$ cat config.mk
export PLATFORM = sky130hd
export DESIGN_NAME = elastic_fifo_struct
export DESIGN_NICKNAME = d
export VERILOG_FILES = /design/src/rtl/elastic_fifo_struct_pkg.sv /design/src/rtl/elastic_fifo_struct_storage.sv /design/src/rtl/elastic_fifo_struct.sv
export SDC_FILE = /design/constraint.sdc
export NUM_CORES = 1
export LEC_CHECK = 0
export ABC_AREA = 0
export CORE_MARGIN = 8
export CORE_UTILIZATION = 55
export CTS_CLUSTER_SIZE = 12
export DETAILED_ROUTE_END_ITERATION = 10
export PLACE_DENSITY_LB_ADDON = 0.08
export SLEW_MARGIN = 40
export SYNTH_ARGS = -nofsm -noshare
export SYNTH_HDL_FRONTEND = slang
export SYNTH_SLANG_ARGS = --single-unit
$ cat constraint.sdc
create_clock -name clk -period 2.58 [get_ports clk]
set_clock_uncertainty 0.1 [all_clocks]
set_input_delay 0.387 -clock clk [delete_from_list [all_inputs] [get_ports clk]]
set_output_delay 0.387 -clock clk [all_outputs]
set_load 0.005 [all_outputs]
$ cat src/rtl/elastic_fifo_struct_pkg.sv
`default_nettype none
`timescale 1ns/1ps
// +------------------------------------------------------------------+
// | elastic_pkg : width helpers and the wrap increment for the FIFO  |
// | Rev 1.0                                                          |
// +------------------------------------------------------------------+
package elastic_pkg;

   function automatic int ptr_width(input int depth);
      return (depth < 2) ? 1 : $clog2(depth);
   endfunction

   function automatic int cnt_width(input int depth);
      return $clog2(depth + 1);
   endfunction

   // Explicit compare-and-clear so DEPTH need not be a power of two.
   function automatic int ptr_next(input int ptr, input int depth);
      return (ptr == depth - 1) ? 0 : ptr + 1;
   endfunction

endpackage
`default_nettype wire

$ cat src/rtl/elastic_fifo_struct_storage.sv
`default_nettype none
`timescale 1ns/1ps
// +------------------------------------------------------------------+
// | fifo_storage_mem : DEPTH-entry array, sync write, async read     |
// | Rev 1.0                                                          |
// +------------------------------------------------------------------+
module fifo_storage_mem
   import elastic_pkg::*;
#(
   parameter type T     = logic [31:0],
   parameter int  DEPTH = 4,
   localparam int AW    = ptr_width(DEPTH)
) (
   input  logic          clk,
   input  logic          we,
   input  logic [AW-1:0] waddr,
   input  T              wdata,
   input  logic [AW-1:0] raddr,
   output T              rdata
);

   T r_mem [DEPTH];

   always_ff @(posedge clk) begin
      if (we) begin
         r_mem[waddr] <= wdata;
      end
   end

   assign rdata = r_mem[raddr];

endmodule
`default_nettype wire

$ cat src/rtl/elastic_fifo_struct.sv
`default_nettype none
`timescale 1ns/1ps
// +------------------------------------------------------------------+
// | elastic_fifo_struct : DEPTH-entry ready/valid elastic buffer     |
// | with optional zero-latency bypass, flush and occupancy count     |
// | Rev 1.0                                                          |
// +------------------------------------------------------------------+
module elastic_fifo_struct
   import elastic_pkg::*;
#(
   parameter type T      = logic [31:0],
   parameter int  DEPTH  = 4,
   parameter bit  BYPASS = 1'b1,
   localparam int CW     = cnt_width(DEPTH),
   localparam int PW     = ptr_width(DEPTH)
) (
   input  logic          clk,
   input  logic          reset,
   input  logic          flush,
   input  logic          valid_in,
   output logic          ready_in,
   input  T              data_in,
   output logic          valid_out,
   input  logic          ready_out,
   output T              data_out,
   output logic [CW-1:0] count
);

   logic [PW-1:0] r_rd_ptr;
   logic [PW-1:0] r_wr_ptr;
   logic [CW-1:0] r_count;
   logic          w_full;
   logic          w_empty;
   logic          w_bypass;
   logic          w_push;
   logic          w_pop;
   logic          w_we;
   logic          w_rd_adv;
   T              w_rdata;

   assign w_full  = (r_count == CW'(DEPTH));
   assign w_empty = (r_count == '0);

   if (BYPASS) begin : g_bypass
      assign w_bypass = w_empty;
   end else begin : g_registered
      assign w_bypass = 1'b0;
   end

   // A reset cycle behaves like a flush: no handshake can complete.
   assign ready_in  = !w_full && !flush && !reset;
   assign valid_out = !flush && !reset && (w_bypass ? valid_in : !w_empty);
   assign data_out  = w_bypass ? data_in : w_rdata;
   assign count     = r_count;

   assign w_push   = valid_in && ready_in;
   assign w_pop    = valid_out && ready_out;
   assign w_rd_adv = w_pop && !w_empty;
   // A pop while bypassing always coincides with a push; that item skips storage.
   assign w_we     = w_push && !(w_bypass && w_pop);

   fifo_storage_mem #(.T(T), .DEPTH(DEPTH)) u_mem (
      .clk   (clk),
      .we    (w_we),
      .waddr (r_wr_ptr),
      .wdata (data_in),
      .raddr (r_rd_ptr),
      .rdata (w_rdata)
   );

   always_ff @(posedge clk) begin
      if (reset || flush) begin
         r_rd_ptr <= '0;
         r_wr_ptr <= '0;
         r_count  <= '0;
      end else begin
         if (w_we) begin
            r_wr_ptr <= PW'(ptr_next(int'(r_wr_ptr), DEPTH));
         end
         if (w_rd_adv) begin
            r_rd_ptr <= PW'(ptr_next(int'(r_rd_ptr), DEPTH));
         end
         if (w_we && !w_rd_adv) begin
            r_count <= r_count + CW'(1);
         end else if (!w_we && w_rd_adv) begin
            r_count <= r_count - CW'(1);
         end
      end
   end

`ifndef SYNTHESIS
   logic r_stall;
   T     r_stall_data;

   always_ff @(posedge clk) begin
      r_stall      <= reset ? 1'b0 : (valid_out && !ready_out && !flush);
      r_stall_data <= data_out;
   end

   always @(posedge clk) begin
      if (!reset) begin
         assert (!(w_push && w_full));
         assert (!(w_pop && w_empty && !w_bypass));
         if (r_stall && !flush) begin
            assert (data_out == r_stall_data);
         end
      end
   end
`endif

endmodule
`default_nettype wire

==> flow_metrics.py <==
metrics = {
    "critical_path": {
        "worstSetupEndpoint": "data_out[11]",
        "critical_path_class": "flop to output port",
        "slowest_stage": "mux4_2",
        "r2r-start": "count[2]$_SDFFE_PP0P_",
        "crit_path_max_incr_delay_ns": 0.50,
        "cp.arrival_ns": 2.07,
        "r2r-end": "count[2]$_SDFFE_PP0P_",
        "end_kind": "output port",
        "reg2regPathDepth": 9,
        "crit_path_cell_trace": "buf_6 -> buf_4 -> mux4_2 -> nand2_1 -> nand2_1 -> clkdlybuf4s15_1",
        "r2r_slack_ns": 0.18,
        "crit_buf_inv": 3,
        "cp.depth": 6,
        "crit_family": "multiplexers",
        "cp-start-kind": "flop",
        "cp_common_cell": "nand2_1",
        "path_max_fanout": 5,
        "required_ns": 2.09,
    },
    "pwr": {
        "p_leak_nw": 2.718,
        "ir_drop_uv": 446.4,
        "powerDensity_nw_per_um2": 732.8,
    },
    "timing": {
        "fin_setup_tns_ns": 0,
        "finalSetupViolations": 0,
        "worstMarginPinSlew_ns": 0.3465,
        "finalHoldViolCount": 0,
        "drv_slew": 0,
        "fin_crit_sh": 0.9892,
        "slew_headroom": 0.7690,
        "rsz0062_at_grt": "true",
        "fmax_mhz": 391.8,
        "period_minus_slack_ns": 2.552,
    },
    "route": {
        "drt_iter0_drc": 221,
        "num_vias": 3184,
        "antenna_left": 0,
        "wl_per_cell_um": 20.66,
        "firstDrtPassIters": 4,
        "viasPerCell": 5.342,
        "drcViolationCount": 0,
        "drt_wl_total_um": 12320,
    },
    "floorplanning": {
        "io_pins": 74,
        "die_h_um": 116.8,
        "initial_core_util": 0.5541,
        "dieArea_um2": 13650,
        "core-area_um2": 10090,
        "die_w_um": 116.8,
        "rows": 37,
    },
    "global_route": {
        "antenna_found_initial": 0,
        "grt_pass1_wl_um": 19260,
        "gr-usage-all-layers": 0.1977,
        "grt_pass1_vias": 3369,
        "grt_remaining_overflow": 0,
        "grt_max_degree": 23,
    },
    "clock_tree": {
        "clkLatencyLatePin_ns": 0.52,
        "clkTransAtPathRegs_ns": 0.06,
        "cts_buffers": 17,
        "max-clock-path-buffers": 2,
        "h-tree-depth": 4,
        "cts.sinks": 137,
        "cts_tree": "yes",
        "root_buffer": "clkbuf_8",
    },
    "synthesis": {
        "yosysMostFrequentCell": "edfxtp_1",
        "synth_cell_types": 25,
        "synth_nets": 369,
        "synth-async-reset-ratio": 0,
        "yosys-top-cells-area": "edfxtp_1 (69%), mux4_1 (8.9%), nand2_1 (6.7%)",
        "synth_top_area_share": 0.6874,
        "synth_edf_count": 128,
        "synth-main-ff-cell": "edfxtp_1",
        "synthTopCellsByCount": "edfxtp_1 (128), nand2_1 (100), mux4_1 (19)",
        "synth_area_per_cell_um2": 17.20,
        "synth_top_area_cell": "edfxtp_1",
        "yosysWarnings": 0,
        "syn_area_um2": 5592,
        "seq_area_frac_synth": 0.7196,
        "ys_ff_latch": 137,
        "synth_cells": 325,
    },
    "place": {
        "place_hpwl_um": 6750,
        "io_buffer_count": 73,
        "placed_cells": 542,
        "gp_congestion": 0.7028,
    },
    "final_layout": {
        "drive_gt1_frac": 0.2935,
        "antennaDiodeCount": 0,
        "layout.nets": 491,
        "synthToLayoutAreaGrowth_pct": 32.74,
        "stdcell_count": 596,
    },
    "job": {
        "drv_cap": 0,
    },
    "hold_path": {
        "hp-class": "flop to flop",
    },
    "run_status": {
        "status": "finished clean",
    },
}
==> repair_timing <==
item                                    4_1_cts  5_1_grt
hold buffers                                  0        0
buffers inserted                             15        7
resized for setup                            81       27
cloned                                        5        0
endpoints found under the setup margin       33       29
hold endpoints to repair                      0        0
pin swaps                                     9        9
==> area by class of cell <==
| cell class | count | area (µm²) |
|---|---|---|
| inverter | 3 | 11.26 |
| clock buffer | 18 | 417.9 |
| fill | 661 | 2670 |
| clock inverter | 14 | 242.7 |
| tap | 136 | 170.2 |
| sequential | 137 | 4029 |
| timing repair buffer | 118 | 1130 |
| multi-input combinational | 170 | 1421 |
==> sequential cells by signal, indices dropped and copies added (netlist names), named ones only <==
name and count:
r_rd_ptr 2, count 3, u_mem.r_mem 128, r_wr_ptr 2
==> cells in the final DEF (no fill, tap or decap), types with 4 or more instances in the layout <==
master,Yosys,final
bufinv_16,0,6
buf_2,7,5
a21oi_1,5,5
dfxtp_1,9,7
ha_1,6,6
mux4_2,13,29
clkbuf_2,0,8
edfxtp_1,128,128
and2_2,0,4
buf_12,2,6
clkdlybuf4s50_1,0,41
buf_6,2,7
dlygate4sd2_1,0,16
buf_4,1,30
nand2_1,100,92
clkbuf_16,0,16
nand2_2,0,8
nor2_1,8,8
==> worst register-to-register path, delay by kind of cell (launching register included) <==
kind,cells,cell delay [ns]
adder cells (fa/ha/maj),2,0.53
buffers and inverters,1,0.06
AO/OA/AOI/OAI,1,0.15
XOR/XNOR,1,0.18
flip-flops,1,0.31
AND/OR/NAND/NOR,4,1.02
==> cell families after synthesis <==
logic type	count (synthesis)	share of synthesized area
flip-flops	137	0.7196
AND/OR/NAND/NOR	120	0.08547
multiplexers	34	0.1452
buffers and inverters	18	0.02282
AO/OA/AOI/OAI	7	0.006712
adder cells (fa/ha/maj)	7	0.01701
XOR/XNOR	2	0.003133
==> worst min-delay path by stage <==
stage / from / to / slack, ns / cells after the start
final: r_wr_ptr[0]$_SDFFE_PP0P_ / r_wr_ptr[0]$_SDFFE_PP0P_ / 0.41 / 2
after global routing: data_in[26] / u_mem.r_mem[3][26]$_DFFE_PP_ / 0.43 / 1
after CTS: r_rd_ptr[0]$_SDFFE_PP0P_ / flop / 0.40 / 2
after detailed placement: r_rd_ptr[0]$_SDFFE_PP0P_ / flop / 0.39 / 2
after global placement: r_rd_ptr[1]$_SDFFE_PP0P_ / flop / 0.38 / 2
after floorplan: r_rd_ptr[1]$_SDFFE_PP0P_ / flop / 0.35 / 2
==> per-layer routing <==
metal	track usage	up-vias	routed length [µm]
met3	0.04464	13	598
met1	0.2552	1604	5181
met2	0.3144	95	6381
li1	-	1472	-
met4	0.09215	0	155
met5	0	-	0
==> metrics by stage <==
stage          area [µm²]  total power, W  hold slack, ns    util  setup WS (ns)
2_1_floorplan        5592        0.002594          0.3541       -         0.1679
3_3_place_gp         6586        0.002792          0.3767  0.6526       -0.04586
3_5_place_dp         6586        0.002801          0.3866  0.6526        -0.1112
4_1_cts              7485        0.005474          0.4024  0.7416        -0.1450
5_1_grt              7422        0.005594          0.4332  0.7354       -0.02889
6_report             7422        0.005439          0.4131  0.7354        0.02782
==> power by group <==
part / leakage [nW] / internal [W] / switching, W
Sequential: 1.23 / 0.00244 / 0.00000513
Clock: 0.314 / 0.00177 / 0.000916
Combinational: 1.18 / 0.000161 / 0.000142
Total: 2.72 / 0.00438 / 0.00106
Note: power is estimated with default switching activity, not from simulation.
